==> config.mk <==
export PLATFORM = sky130hd
export DESIGN_NAME = button_scan_arbiter
export DESIGN_NICKNAME = d
export VERILOG_FILES = /design/src/rtl/button_scan_pkg.sv /design/src/rtl/rr_arbiter.sv /design/src/rtl/button_scan_arbiter.sv
export SDC_FILE = /design/constraint.sdc
export NUM_CORES = 1
export LEC_CHECK = 0
export CORE_ASPECT_RATIO = 0.6
export CORE_UTILIZATION = 60
export CTS_CLUSTER_DIAMETER = 30
export DETAILED_ROUTE_END_ITERATION = 8
export PLACE_DENSITY_LB_ADDON = 0.08
export SLEW_MARGIN = 20
export SYNTH_ARGS = -nofsm -noshare
export SYNTH_HDL_FRONTEND = slang
export SYNTH_SLANG_ARGS = --single-unit
export TNS_END_PERCENT = 10
==> constraint.sdc <==
create_clock -name clk -period 9.95 [get_ports clk]
set_clock_uncertainty 0.05 [all_clocks]
set_input_delay 1.99 -clock clk [delete_from_list [all_inputs] [get_ports clk]]
set_output_delay 1.99 -clock clk [all_outputs]
set_load 0.02 [all_outputs]
==> src/rtl/button_scan_pkg.sv <==
// rtl/button_scan_pkg.sv - shared scan states and event-kind constants for the button scan arbiter
package button_scan_pkg;

    typedef enum logic [1:0] {
        SCAN   = 2'd0,
        COUNT  = 2'd1,
        COMMIT = 2'd2
    } scan_state_t;

    localparam logic EV_PRESS   = 1'b1;
    localparam logic EV_RELEASE = 1'b0;

endpackage

==> src/rtl/rr_arbiter.sv <==
// rtl/rr_arbiter.sv - round-robin request arbiter with one-hot and encoded grant
module rr_arbiter #(
    parameter int N    = 4,
    parameter int ID_W = 2
) (
    input  logic            clk,
    input  logic            reset,
    input  logic [N-1:0]    req,
    input  logic            accept,
    output logic [N-1:0]    grant,
    output logic [ID_W-1:0] id,
    output logic            any
);

    logic [ID_W-1:0] last;

    // Search forward from the slot after the previous grant, wrapping once around
    always_comb begin
        grant = '0;
        id    = '0;
        any   = 1'b0;
        for (int k = 1; k <= N; k++) begin
            if (!any && req[(int'(last) + k) % N]) begin
                any = 1'b1;
                id  = ID_W'((int'(last) + k) % N);
                grant[(int'(last) + k) % N] = 1'b1;
            end
        end
    end

    // Remember the winner so the next search starts just past it
    always_ff @(posedge clk or negedge reset) begin
        if (!reset) begin
            last <= ID_W'(N - 1);
        end else if (accept && any) begin
            last <= id;
        end
    end

endmodule

==> src/rtl/button_scan_arbiter.sv <==
// rtl/button_scan_arbiter.sv - shared-counter button debouncer with round-robin event delivery
module button_scan_arbiter
    import button_scan_pkg::*;
#(
    parameter int N_BUTTONS     = 4,
    parameter int ID_W          = 2,
    parameter int STABLE_CYCLES = 31
) (
    input  logic                 clk,
    input  logic                 reset,
    input  logic [N_BUTTONS-1:0] button,
    output logic [N_BUTTONS-1:0] level,
    output logic                 ev_valid,
    input  logic                 ev_ready,
    output logic [ID_W-1:0]      ev_id,
    output logic                 ev_kind
);

    localparam int              CNT_W    = $clog2(STABLE_CYCLES + 1);
    localparam logic [ID_W-1:0]  P_LAST   = ID_W'(N_BUTTONS - 1);
    localparam logic [CNT_W-1:0] CNT_DONE = CNT_W'(STABLE_CYCLES - 1);

    logic [N_BUTTONS-1:0] sync1;
    logic [N_BUTTONS-1:0] s;
    logic [N_BUTTONS-1:0] pend;
    logic [N_BUTTONS-1:0] kind;
    logic [N_BUTTONS-1:0] commit_vec;
    logic [N_BUTTONS-1:0] grant;

    scan_state_t     state, state_nxt;
    logic [ID_W-1:0] p, p_nxt, p_adv;
    logic [CNT_W-1:0] cnt, cnt_nxt;
    logic            differ;
    logic            commit;

    logic [ID_W-1:0] gnt_id;
    logic            gnt_any;
    logic            out_free;
    logic            load;

    assign p_adv      = (p == P_LAST) ? '0 : p + 1'b1;
    assign differ     = s[p] != level[p];
    assign commit_vec = commit ? (N_BUTTONS'(1) << p) : '0;
    assign out_free   = !ev_valid || ev_ready;
    assign load       = out_free && gnt_any;

    // Two-flop synchronizer on the raw asynchronous buttons
    always_ff @(posedge clk or negedge reset) begin
        if (!reset) begin
            sync1 <= '0;
            s     <= '0;
        end else begin
            sync1 <= button;
            s     <= sync1;
        end
    end

    // Scan FSM state, pointer and shared stability counter
    always_ff @(posedge clk or negedge reset) begin
        if (!reset) begin
            state <= SCAN;
            p     <= '0;
            cnt   <= '0;
        end else begin
            state <= state_nxt;
            p     <= p_nxt;
            cnt   <= cnt_nxt;
        end
    end

    // Next-state logic: walk the buttons, count a differing sample run, commit when settled
    always_comb begin
        state_nxt = state;
        p_nxt     = p;
        cnt_nxt   = cnt;
        commit    = 1'b0;
        case (state)
            SCAN: begin
                if (differ) begin
                    state_nxt = COUNT;
                    cnt_nxt   = CNT_W'(1);
                end else begin
                    p_nxt = p_adv;
                end
            end
            COUNT: begin
                if (differ) begin
                    if (cnt == CNT_DONE) begin
                        state_nxt = COMMIT;
                    end else begin
                        cnt_nxt = cnt + 1'b1;
                    end
                end else begin
                    state_nxt = SCAN;
                    cnt_nxt   = '0;
                    p_nxt     = p_adv;
                end
            end
            COMMIT: begin
                // An undelivered event for this button blocks the commit so edges never merge
                if (!pend[p]) begin
                    commit    = 1'b1;
                    state_nxt = SCAN;
                    cnt_nxt   = '0;
                    p_nxt     = p_adv;
                end
            end
            default: begin
                state_nxt = SCAN;
                cnt_nxt   = '0;
            end
        endcase
    end

    // Debounced level plus one pending event slot per button
    always_ff @(posedge clk or negedge reset) begin
        if (!reset) begin
            level <= '0;
            kind  <= '0;
            pend  <= '0;
        end else begin
            if (commit) begin
                level[p] <= ~level[p];
                kind[p]  <= level[p] ? EV_RELEASE : EV_PRESS;
            end
            pend <= (pend & ~(load ? grant : '0)) | commit_vec;
        end
    end

    rr_arbiter #(
        .N    (N_BUTTONS),
        .ID_W (ID_W)
    ) u_arb (
        .clk    (clk),
        .reset  (reset),
        .req    (pend),
        .accept (out_free),
        .grant  (grant),
        .id     (gnt_id),
        .any    (gnt_any)
    );

    // Output event register: reload when free, hold under backpressure
    always_ff @(posedge clk or negedge reset) begin
        if (!reset) begin
            ev_valid <= 1'b0;
            ev_id    <= '0;
            ev_kind  <= 1'b0;
        end else if (load) begin
            ev_valid <= 1'b1;
            ev_id    <= gnt_id;
            ev_kind  <= kind[gnt_id];
        end else if (ev_ready) begin
            ev_valid <= 1'b0;
        end
    end

endmodule
Yosys cells after proc, flatten, opt, wreduce, memory -nomap -nowiden

Index checks and enable logic that the tools add are counted.

Flip-flop bits (word level): 35
Word-level logic and storage cells: 141
Output and inout bits: 8
Input bits: 7

Mux-type cells: 65
Eq/ne operators: 10
Order comparisons: 11
Add/sub/neg operators: 6
Reductions and logical operators: 25
Shifts and indexed selects: 1
Bitwise gates (word level): 11

Operator list:

| kind                  | count |
|---|---|
| $mux W1               | 26 |
| $mux W4               | 6 |
| $mux W2               | 11 |
| $mux W5               | 4 |
| $bmux W1 S2           | 8 |
| $lt A3 B4 Y1 const B  | 4 |
| $or A4 B4 Y4          | 4 |
| $pmux W5 S3           | 1 |
| $ge A3 B1 Y1 const B  | 4 |
| $demux W1 S2          | 5 |
| $reduce_or A2 Y1      | 5 |
| $logic_and A1 B1 Y1   | 9 |
| $reduce_and A3 Y1     | 3 |
| $bwmux W4             | 2 |
| $add A2 B1 Y2 const B | 3 |
| $lt A2 B3 Y1 const B  | 2 |
| $ne A2 B2 Y1 const B  | 3 |
| $ne A3 B3 Y1 const B  | 2 |
| $pmux W2 S3           | 1 |
| $add A5 B1 Y5 const B | 1 |
| $eq A5 B5 Y1 const B  | 1 |
| $add A2 B2 Y2 const B | 2 |
| $and A1 B1 Y1 const A | 4 |
| $and A4 B4 Y4         | 1 |
| 12 further kinds      | 17 |

Depth between registers and ports, before layout

Gate-level depths: netlist of the first run.

Word-level depth: 21
Mapped depth: 10
Mapped depth without buffers: 7

Hierarchy

From an unflattened synthesis of the first run, not the netlist that was laid out.

Cell total of the unflattened synthesis: 193
Area, all modules: 2,059.5 sq um

By module, submodules not included:

| module              | area each (sq um) | cells an instance | instances | sequential area each (sq um) |
|---|---|---|---|---|
| button_scan_arbiter | 1,515.2           | 136               | 1         | 725.7 |
| rr_arbiter          | 544.3             | 57                | 1         | 52.6 |

Worst setup path after synthesis of the first run

OpenSTA, ideal clock, no wires.

Path type: reg-to-reg
Start point: register u_arb.last[0]
End point: register ev_kind
Clock period less this slack: 3.205 ns
Library setup time: 0.138 ns
Path slack: 6.745 ns
Cell stages (with the launch flop): 11
Required time: 9.762 ns
Data arrival time: 3.017 ns
Buffers on the path: 3
Cells stage by stage: dfstp_2 > clkbuf_1 > clkbuf_1 > inv_1 > ha_1 > mux4_2 > nor2b_1 > clkbuf_1 > or4_1 > o211ai_1 > o221ai_1

Word-level cells in the longest chain between the ends: 16
Elaborated cells on any way between the ends: 33
Classes of those cells: add/sub (4); mux (22); reduce/logical (7)

Ends and longest elaborated chain:

| item                                        | line                               | source |
|---|---|---|
| start: declaration                          | rr_arbiter.sv:15                   | `logic [ID_W-1:0] last;` |
| start signal: assignment                    | rr_arbiter.sv:34                   | `last <= ID_W'(N - 1);` |
| start signal: assignment                    | rr_arbiter.sv:36                   | `last <= id;` |
| $add A2 B1 Y2                               | rr_arbiter.sv:23, rr_arbiter.sv:25 |  |
| $bmux W1 S2                                 | rr_arbiter.sv:23                   | `if (!any && req[(int'(last) + k) % N]) begin` |
| $mux W1 (implied by the code) (2 in series) | rr_arbiter.sv:23                   |  |
| $mux W1                                     | rr_arbiter.sv:23                   |  |
| $logic_not A1 Y1                            | rr_arbiter.sv:23                   |  |
| $logic_and A1 B1 Y1                         | rr_arbiter.sv:23                   |  |
| $mux W1                                     | rr_arbiter.sv:23                   |  |
| $logic_not A1 Y1                            | rr_arbiter.sv:23                   |  |
| $logic_and A1 B1 Y1                         | rr_arbiter.sv:23                   |  |
| $mux W1                                     | rr_arbiter.sv:23                   |  |
| $logic_not A1 Y1                            | rr_arbiter.sv:23                   |  |
| $logic_and A1 B1 Y1                         | rr_arbiter.sv:23                   |  |
| $mux W2                                     | rr_arbiter.sv:23                   |  |
| $bmux W1 S2                                 | button_scan_arbiter.sv:152         | `ev_kind <= kind[gnt_id];` |
| $mux W1 (implied by the code)               | button_scan_arbiter.sv:152         |  |
| end signal: assignment                      | button_scan_arbiter.sv:152         |  |
| end: declaration                            | button_scan_arbiter.sv:16          | `output logic ev_kind` |

Several ways; a longest one is shown, not always the timed one. The select of a mux whose other input is x is not followed.
A chain may end at the register's enable or synchronous reset.

Worst setup path in the final report of the first run

Start point: input port ev_ready
End point: register ev_kind

Word-level cells in the longest chain between the ends: 2

Ends and longest elaborated chain:

| item                | line                      | source |
|---|---|---|
| start: declaration  | button_scan_arbiter.sv:14 | `input logic ev_ready,` |
| $logic_or A1 B1 Y1  | button_scan_arbiter.sv:44 | `assign out_free = !ev_valid \|\| ev_ready;` |
| $logic_and A1 B1 Y1 | button_scan_arbiter.sv:45 | `assign load = out_free && gnt_any;` |

Every way passes these cells.

==> metrics.yaml, run 1 <==
clkTransAtPathRegs_ns: 0.07
wirelength_um: 4160
fin_crit_sh: 0.359
met1_usage: 0.401
synth_commonest_cells: "dfrtp_1, a21oi_1, ha_1, o21ai_0, nand2_1"
crit_required_ns: 10.10
multi_input_area_mm2: 0.00107
yosysWarnings: 0
maxSlewViolCount: 0
postSynthAreaPerCell_um2: 10.3
layout_setup_ws_ns: 6.38
post-dp-hpwl_um: 2790
vias_per_cell: 6.34
drc_errors: 0
worst_pin_slew_ns: 1.14
end_kind: "register"
seq_area_um2: 778
synth_top_family_by_area: "compound AO/OA/AOI/OAI gates"
critPathLaunchType: "input port"
seq_area_frac_synth: 0.405
power_density_mw_per_mm2: 368
floorplan.initialDensity: 0.648
cp_cell_sequence: "clkdlybuf4s50_1, nand2b_1, o41ai_1, buf_4, a311oi_1, o211ai_1, o221ai_1"
fill_cells: 209
syn_area_mm2: 0.00192
mappedNetlistNets: 208
hold_depth: 0
grt_antenna_before_repair: 0
vias: 1529
clock_sinks: 31
drtPass1Iterations: 5
pre_cts_slack_ns: 6.14
cp_max_fo: 9
holdBufCountCts: 0
top_usage_layer: "met1"
die_area_mm2: 0.00344
antennaDiodeCount: 0
grt_max_degree: 32
wire_per_inst_um: 17.2
portBuffers: 14
hold_path_class: "reg -> reg"
cts_resized: 0
yosys.area_share.adder: 0.0911
drive_above_1_share: 0.136
ir_drop_uv: 234
grt_usage: 0.269
die_w_um: 75.1
synthCells: 187
finalCriticalPeriod_ns: 3.57
synth-xor-area-share: 0.0176
synth.most_common_cell: "dfrtp_1"
htreeDepth: 2
ys_seq_elements: 31
met3_usage: 0.0929
yosys-top-cells-area: "dfrtp_1, ha_1, mux4_2"
ys_types: 43
post-cts-setup-buffer-count: 0
grt_setup_unrepaired: "false"
finalNetCount: 219
setup_tns_ns: 0
num_rows: 15
drv_cap: 0
cts.path.max_buffers: 2
grt_overflow: 0
synth_top_area_share: 0.378
synthMuxAreaShare: 0.119
synth_compound_gate_area_share: 0.207
slowest_stage: "clkdlybuf4s50_1"
hold_violations: 0
worstRegToRegCells: 7
leakagePower_nw: 0.943
async_flop_share: 1.00
synth-simple-area-share: 0.123
num_io_pins: 15
grt_pass1_wl_um: 6470
syn2layout_area_growth_pct: 14.3
synthFlopType: "dfrtp_1"
met2_usage: 0.368
first_global_vias: 1339
critPathKind: "in -> reg"
cp.arrival_ns: 3.72
drt_iter0_markers: 175
coreArea_mm2: 0.00297
cts_buffers: 5
synth-edff-count: 0
status: "finished clean"
routabilityCongestion: 0.889
antenna_left: 0
fp.dieH_um: 45.8
yosysTopAreaCell: "dfrtp_1"
final-setup-viol-count: 0
timing.fmax_ghz: 0.280
slowest_delay_ns: 0.44
cts_tree: "built"
clk_latency_ns: 0.29
relSlewSlack: 0.237
cts-root-buf: "clkbuf_8"
metal layers:
metal,share of wire,routed length (um)
met5,0,0
met4,0.017,71
met3,0.11,447
met2,0.41,1720
met1,0.46,1920
state kept, by name, summed over array words and instances, names as in the netlist:
signal      flops
cnt             5
level           4
pend            4
s               4
sync1           4
ev_id           2
p               2
state           2
u_arb.last      2
ev_kind         1
ev_valid        1
through the flow:
stage / cell area (um^2) / utilization / hold slack [ns] / instances / power, mW
2_1_floorplan: 1920 / - / 0.281 / 187 / 0.554
3_3_place_gp: 2080 / 0.703 / 0.286 / 233 / 0.652
3_5_place_dp: 2080 / 0.703 / 0.286 / 233 / 0.666
4_1_cts: 2200 / 0.741 / 0.301 / 241 / 0.801
5_1_grt: 2200 / 0.741 / 0.309 / 241 / 0.860
6_report: 2200 / 0.741 / 0.300 / 241 / 0.809
path summary, 6_finish.rpt:
kind	from	endpoint	slack [ns]
max reg2reg	u_arb.last[0]	ev_kind	6.77
max	ev_ready	ev_kind	6.38
min	sync1[2]	s[2]	0.30
min reg2reg	sync1[2]	s[2]	0.30
max in group asynchronous	reset	u_arb.last[0]	7.50
min in group asynchronous	reset	ev_valid	2.02
worst max-delay path, delay by kind of cell:
family / cells / cell delay, ns
simple gates: 1 / 0.23
buf+inv: 2 / 0.61
compound gates: 4 / 0.88
logic make-up (layout without fill, tap and decap cells):
family                   Yosys count  count (layout)
adder cells (fa/ha/maj)           14              14
multiplexers                      14              14
AO/OA/AOI/OAI                     60              60
AND/OR/NAND/NOR                   46              46
buffers and inverters             19              31
flip-flops                        31              31
XOR/XNOR                           3               3
cell usage in the layout, fill, tap and decap left out, types with 3 or more instances in the layout:
master           Yosys  final
a21oi_1             14     14
nor2b_1              6      6
a21o_1               5      5
inv_1                7      7
o21ai_0             14     14
clkbuf_8             0      5
o21bai_1             3      3
dfrtp_1             29     29
nor2_1               7      7
o2bb2ai_1            5      5
a31oi_1              4      4
o211ai_1             3      3
nor3_1               4      4
clkdlybuf4s50_1      0     14
ha_1                14     14
nand2b_1             3      3
mux2i_1              3      3
a221oi_1             4      4
mux4_2               5      5
mux2_2               4      4
nand2_1             13     13
power breakdown:
group	total [mW]	switching [mW]	internal, mW
Sequential	0.240	0.0714	0.169
Clock	0.125	0.0507	0.0745
Combinational	0.444	0.244	0.200
layout make-up:
class | count | area share
clock buffers | 5 | 0.0313
well taps | 42 | 0.0239
flip-flops and latches | 31 | 0.354
repair buffers | 16 | 0.0706
clock inverters | 3 | 0.0199
inverters | 7 | 0.0120
multi-input cells | 137 | 0.488
Power figures use the tool's default switching activity.
==> run 2: changes to the inputs <==
Settings changed: CORE_UTILIZATION 60 to 52.
Clock period 9.95 ns to 3.1 ns, I/O delays scaled along.
==> run 2 against run 1 <==
Clock-buffer cell count unchanged. Final cell count up 2.9%. Power increased to 3.1 times the previous value. Die area up 15%. Critical path depth shrank 1.
==> metrics.yaml, run 2 (synthesized netlist as in run 1, its figures left out) <==
cp_cell_sequence: "buf_4, mux4_2, nor2b_1, nor4_1, or3_1, o221ai_1"
hold_path_class: "reg -> reg"
critPathLaunchType: "register"
finalCriticalPeriod_ns: 2.72
clkTransAtPathRegs_ns: 0.07
die_w_um: 80.5
design_area_mm2: 0.00221
grt_setup_unrepaired: "false"
relSlewSlack: 0.566
cts.path.max_buffers: 2
slowest_stage: "mux4_2"
comb_power_share: 0.592
end_kind: "register"
grt_antenna_before_repair: 0
final-setup-viol-count: 0
cp_max_fo: 18
clk_latency_ns: 0.28
setup_tns_ns: 0
seqPwrFrac: 0.285
crit_required_ns: 3.24
num_io_pins: 15
drv_cap: 0
path_buf_inv: 1
timing.fmax_ghz: 0.368
p_clk_frac: 0.123
cts_buffers: 5
hold_depth: 0
grt_usage: 0.260
intPower_mw: 1.37
syn2layout_area_growth_pct: 14.8
grt_pass1_wl_um: 7600
post-dp-hpwl_um: 3110
drive_above_1_share: 0.153
slowest_delay_ns: 0.64
drtPass1Iterations: 4
status: "finished clean"
worstSetupPathDepth: 6
mostFrequentLayoutCell: "dfrtp_1"
coreArea_mm2: 0.00338
htreeDepth: 2
wirelength_um: 4330
largest_register: "cnt"
worstRegToRegCells: 6
netSwitchingPower_mw: 1.16
post-cts-setup-buffer-count: 0
layout_setup_ws_ns: 0.384
fp.dieH_um: 49.1
layout_common_cells: "dfrtp_1, a21oi_1, o21ai_0, ha_1, clkdlybuf4s50_1"
cts-root-buf: "clkbuf_8"
vias_per_cell: 6.29
grt_max_degree: 32
num_rows: 16
grt_overflow: 0
portBuffers: 14
power_density_mw_per_mm2: 1150
pre_cts_slack_ns: 0.479
antenna_left: 0
power_mw: 2.53
cp.arrival_ns: 2.86
first_global_vias: 1523
antennaDiodeCount: 0
routabilityCongestion: 0.873
drt_iter0_markers: 194
cts_resized: 0
critPathKind: "reg -> reg"
postPlaceCellArea_mm2: 0.00212
swShare: 0.459
floorplan.initialDensity: 0.568
drc_errors: 0
holdBufCountCts: 0
die_area_mm2: 0.00395
hold_ws_ns: 0.299
cts_tree: "built"
cpLargestDelayFamily: "simple AND/OR/NAND/NOR gates"
fin_crit_sh: 0.876
clock_sinks: 31
fill_cells: 272
largest_reg_flops: 5
wire_per_inst_um: 17.5
worst_pin_slew_ns: 0.650
ir_drop_uv: 571
leakagePower_nw: 0.946
vias: 1560
hold_violations: 0
maxSlewViolCount: 0
finalNetCount: 223
run 2: cell count changes in the layout (fill, tap and decap cells not counted), sizes merged:
cell and delta:
buf +4, bufinv -1, clkinv -1, clkinvlp +2
run 2: layout make-up:
type,count,area (um^2),share of cell area
inverter,7,26.3,0.0119
clock inverter,3,20.0,0.00907
sequential,31,778,0.353
timing repair buffer,20,185,0.0839
clock buffer,5,68.8,0.0312
multi-input combinational,137,1070,0.486
tap,45,56.3,0.0255
run 2: power groups by stage:
stage	sequential, mW	combinational [mW]	clock (mW)
2_1_floorplan	0.695	1.09	0
3_3_place_gp	0.715	1.42	0
3_5_place_dp	0.722	1.46	0
4_1_cts	0.716	1.47	0.319
5_1_grt	0.744	1.66	0.338
6_report	0.721	1.50	0.312
run 2: layer usage:
layer / GRT usage / part of all wire / vias to the layer above / wire (um)
met5: 0 / 0 / - / 0
met4: 0.0685 / 0.019 / 0 / 82
met3: 0.0729 / 0.082 / 10 / 357
met2: 0.359 / 0.41 / 71 / 1790
met1: 0.398 / 0.49 / 758 / 2110
li1: - / - / 721 / -
run 2: path summary, 6_finish.rpt:
path	from	endpoint	slack, ns
min reg2reg	sync1[1]	s[1]	0.30
min in group asynchronous	reset	ev_id[1]	0.68
max	u_arb.last[0]	ev_kind	0.38
min	sync1[1]	s[1]	0.30
max reg2reg	u_arb.last[0]	ev_kind	0.38
max in group asynchronous	reset	u_arb.last[1]	2.01
run 2: per-stage QoR:
step / utilization / cells
floorplan: - / 187
global placement: 0.626 / 240
detailed placement: 0.626 / 240
CTS: 0.652 / 248
global route: 0.652 / 248
finish: 0.652 / 248
==> run 3: changes to the inputs <==
Settings changed: CORE_UTILIZATION 52 to 40, REMOVE_ABC_BUFFERS from default to 1, SYNTH_HIERARCHICAL from default to 1.
==> run 3 against run 2 <==
Highest routed layer unchanged. Sequential power decreased by 28%. Routed wire length rose by 2.4%. Fmax fell by 5.5%. First-iteration DRC count rose by 0.52%. Largest power group is now sequential cells. Clock-buffer cell count is the same. Clock power up 3%.
==> metrics.yaml, run 3 <==
status: "finished clean"
end_kind: "register"
critPathLaunchType: "register"
clk_latency_ns: 0.29
seq_area_frac_synth: 0.378
clock_sinks: 31
setup_tns_ns: 0
finalCriticalPeriod_ns: 2.87
pre_cts_slack_ns: 0.192
antenna_left: 0
p_clk_frac: 0.273
hold_violations: 0
yosys-top-cells-area: "dfrtp_1, ha_1, mux4_2"
drt_iter0_markers: 195
num_rows: 19
mostFrequentLayoutCell: "dfrtp_1"
syn2layout_area_growth_pct: 15.6
swShare: 0.356
design_area_mm2: 0.00238
vias: 1605
yosysTopAreaCell: "dfrtp_1"
seq_area_um2: 778
syn_area_mm2: 0.00206
crit-reg2reg-launch: "u_arb/last[1]"
fp.dieH_um: 57.6
die_area_mm2: 0.00545
hold_path_class: "reg -> reg"
cts-root-buf: "clkbuf_8"
path_buf_inv: 1
grt_usage: 0.183
leakagePower_nw: 1.02
drive_above_1_share: 0.160
portBuffers: 14
ir_drop_uv: 210
grt_max_degree: 32
drv_cap: 0
grt_setup_unrepaired: "false"
die_w_um: 94.6
post-route-util: 0.501
floorplan.initialDensity: 0.433
crit_required_ns: 3.23
startpoint: "u_arb/last[1]"
synth_commonest_cells: "dfrtp_1, nand2_1, ha_1"
drtPass1Iterations: 4
layout_common_cells: "dfrtp_1, nand2_1, ha_1, clkdlybuf4s50_1"
min_from: "sync1[3]"
holdBufCountCts: 0
post-cts-setup-buffer-count: 0
synthCells: 193
grt_overflow: 0
fin_crit_sh: 0.927
cp_cell_sequence: "inv_1, ha_1, mux4_2, nor2b_1, nor3_1, o22ai_2, mux4_2, nand2_1, nand2_1"
synthFlopType: "dfrtp_1"
cts_buffers: 5
seqPwrFrac: 0.441
wirelength_um: 4440
cts.path.max_buffers: 2
clkTransAtPathRegs_ns: 0.07
routabilityCongestion: 0.883
finalNetCount: 233
fill_cells: 427
cp_max_fo: 10
post-dp-hpwl_um: 3190
worst_pin_slew_ns: 0.598
power_density_mw_per_mm2: 495
timing.fmax_ghz: 0.348
cpLargestDelayFamily: "multiplexers"
coreArea_mm2: 0.00475
worstRegToRegCells: 9
netSwitchingPower_mw: 0.419
postSynthAreaPerCell_um2: 10.7
synth-edff-count: 0
grt_pass1_wl_um: 7400
multi_input_area_mm2: 0.00120
layout_setup_ws_ns: 0.225
drc_errors: 0
hold_depth: 0
ys_seq_elements: 31
slowest_delay_ns: 0.66
worstSetupPathDepth: 9
async_flop_share: 1.00
largest_register: "cnt"
cts_tree: "built"
relSlewSlack: 0.601
first_global_vias: 1495
grt_antenna_before_repair: 0
maxSlewViolCount: 0
intPower_mw: 0.759
wire_per_inst_um: 16.1
synth_top_area_share: 0.352
synth.most_common_cell: "dfrtp_1"
ys_types: 50
antennaDiodeCount: 0
slowest_stage: "dfstp_2"
comb_power_share: 0.287
yosysWarnings: 6
final-setup-viol-count: 0
largest_reg_flops: 5
power_mw: 1.18
vias_per_cell: 5.82
critPathKind: "reg -> reg"
num_io_pins: 15
cp.arrival_ns: 3.01
postPlaceCellArea_mm2: 0.00228
htreeDepth: 2
[run 3: cell count changes in the layout (fill, tap and decap cells not counted), moves of 5 or more]
cell / previous run / this run
o2bb2ai_1: 5 / 0
nand2_1: 13 / 22
a21oi_1: 14 / 4
o21ai_0: 14 / 5
a221o_1: 0 / 5
mux2_1: 0 / 6
a21o_1: 5 / 0
a22o_1: 0 / 8
[run 3: layout make-up]
class | count | area share
clock inverter | 3 | 0.00841
timing repair buffer | 22 | 0.0841
clock buffer | 5 | 0.0289
tap | 63 | 0.0331
multi-input combinational | 144 | 0.506
sequential | 31 | 0.327
inverter | 8 | 0.0126
[run 3: stage by stage]
step | instances | hold slack (ns)
2_1_floorplan | 183 | 0.274
6_report | 276 | 0.301
5_1_grt | 276 | 0.306
4_1_cts | 276 | 0.304
3_3_place_gp | 268 | 0.285
3_5_place_dp | 268 | 0.288
[run 3: final timing paths]
kind,slack (ns),endpoint
setup / recovery,0.23,ev_kind
hold / removal,0.30,s[3]
setup reg to reg,0.23,ev_kind
hold reg to reg,0.30,s[3]
max in group asynchronous,2.01,u_arb/last[1]
min in group asynchronous,0.67,state[0]
[run 3: cells by family (layout without fill, tap and decap cells)]
| kind of cell | Yosys count | after routing | synth area share |
|---|---|---|---|
| simple gates | 62 | 62 | 0.164 |
| compound gates | 44 | 44 | 0.179 |
| flops | 31 | 31 | 0.378 |
| mux | 18 | 18 | 0.128 |
| buf+inv | 18 | 38 | 0.0407 |
| fa+ha+maj | 14 | 14 | 0.0851 |
| xor+xnor | 6 | 6 | 0.0255 |
[run 3: power by group through the flow]
| stage | sequential (mW) | clock (mW) | combinational (mW) |
|---|---|---|---|
| floorplan | 0.508 | 0 | 0.263 |
| global placement | 0.528 | 0 | 0.326 |
| detailed placement | 0.528 | 0 | 0.333 |
| CTS | 0.520 | 0.333 | 0.335 |
| global route | 0.532 | 0.349 | 0.380 |
| finish | 0.519 | 0.321 | 0.338 |
[run 3: what timing repair did]
| item | in CTS | in global routing |
|---|---|---|
| resized for setup | 0 | 1 |
| hold endpoints to repair | 0 | 0 |
| setup endpoints to repair | 0 | 1 |
[run 3: routing by layer]
| metal | global-route usage | wire length [um] |
|---|---|---|
| met4 | 0.0649 | 50 |
| met3 | 0.0413 | 334 |
| met1 | 0.295 | 2400 |
| met2 | 0.233 | 1650 |
| met5 | 0 | 0 |
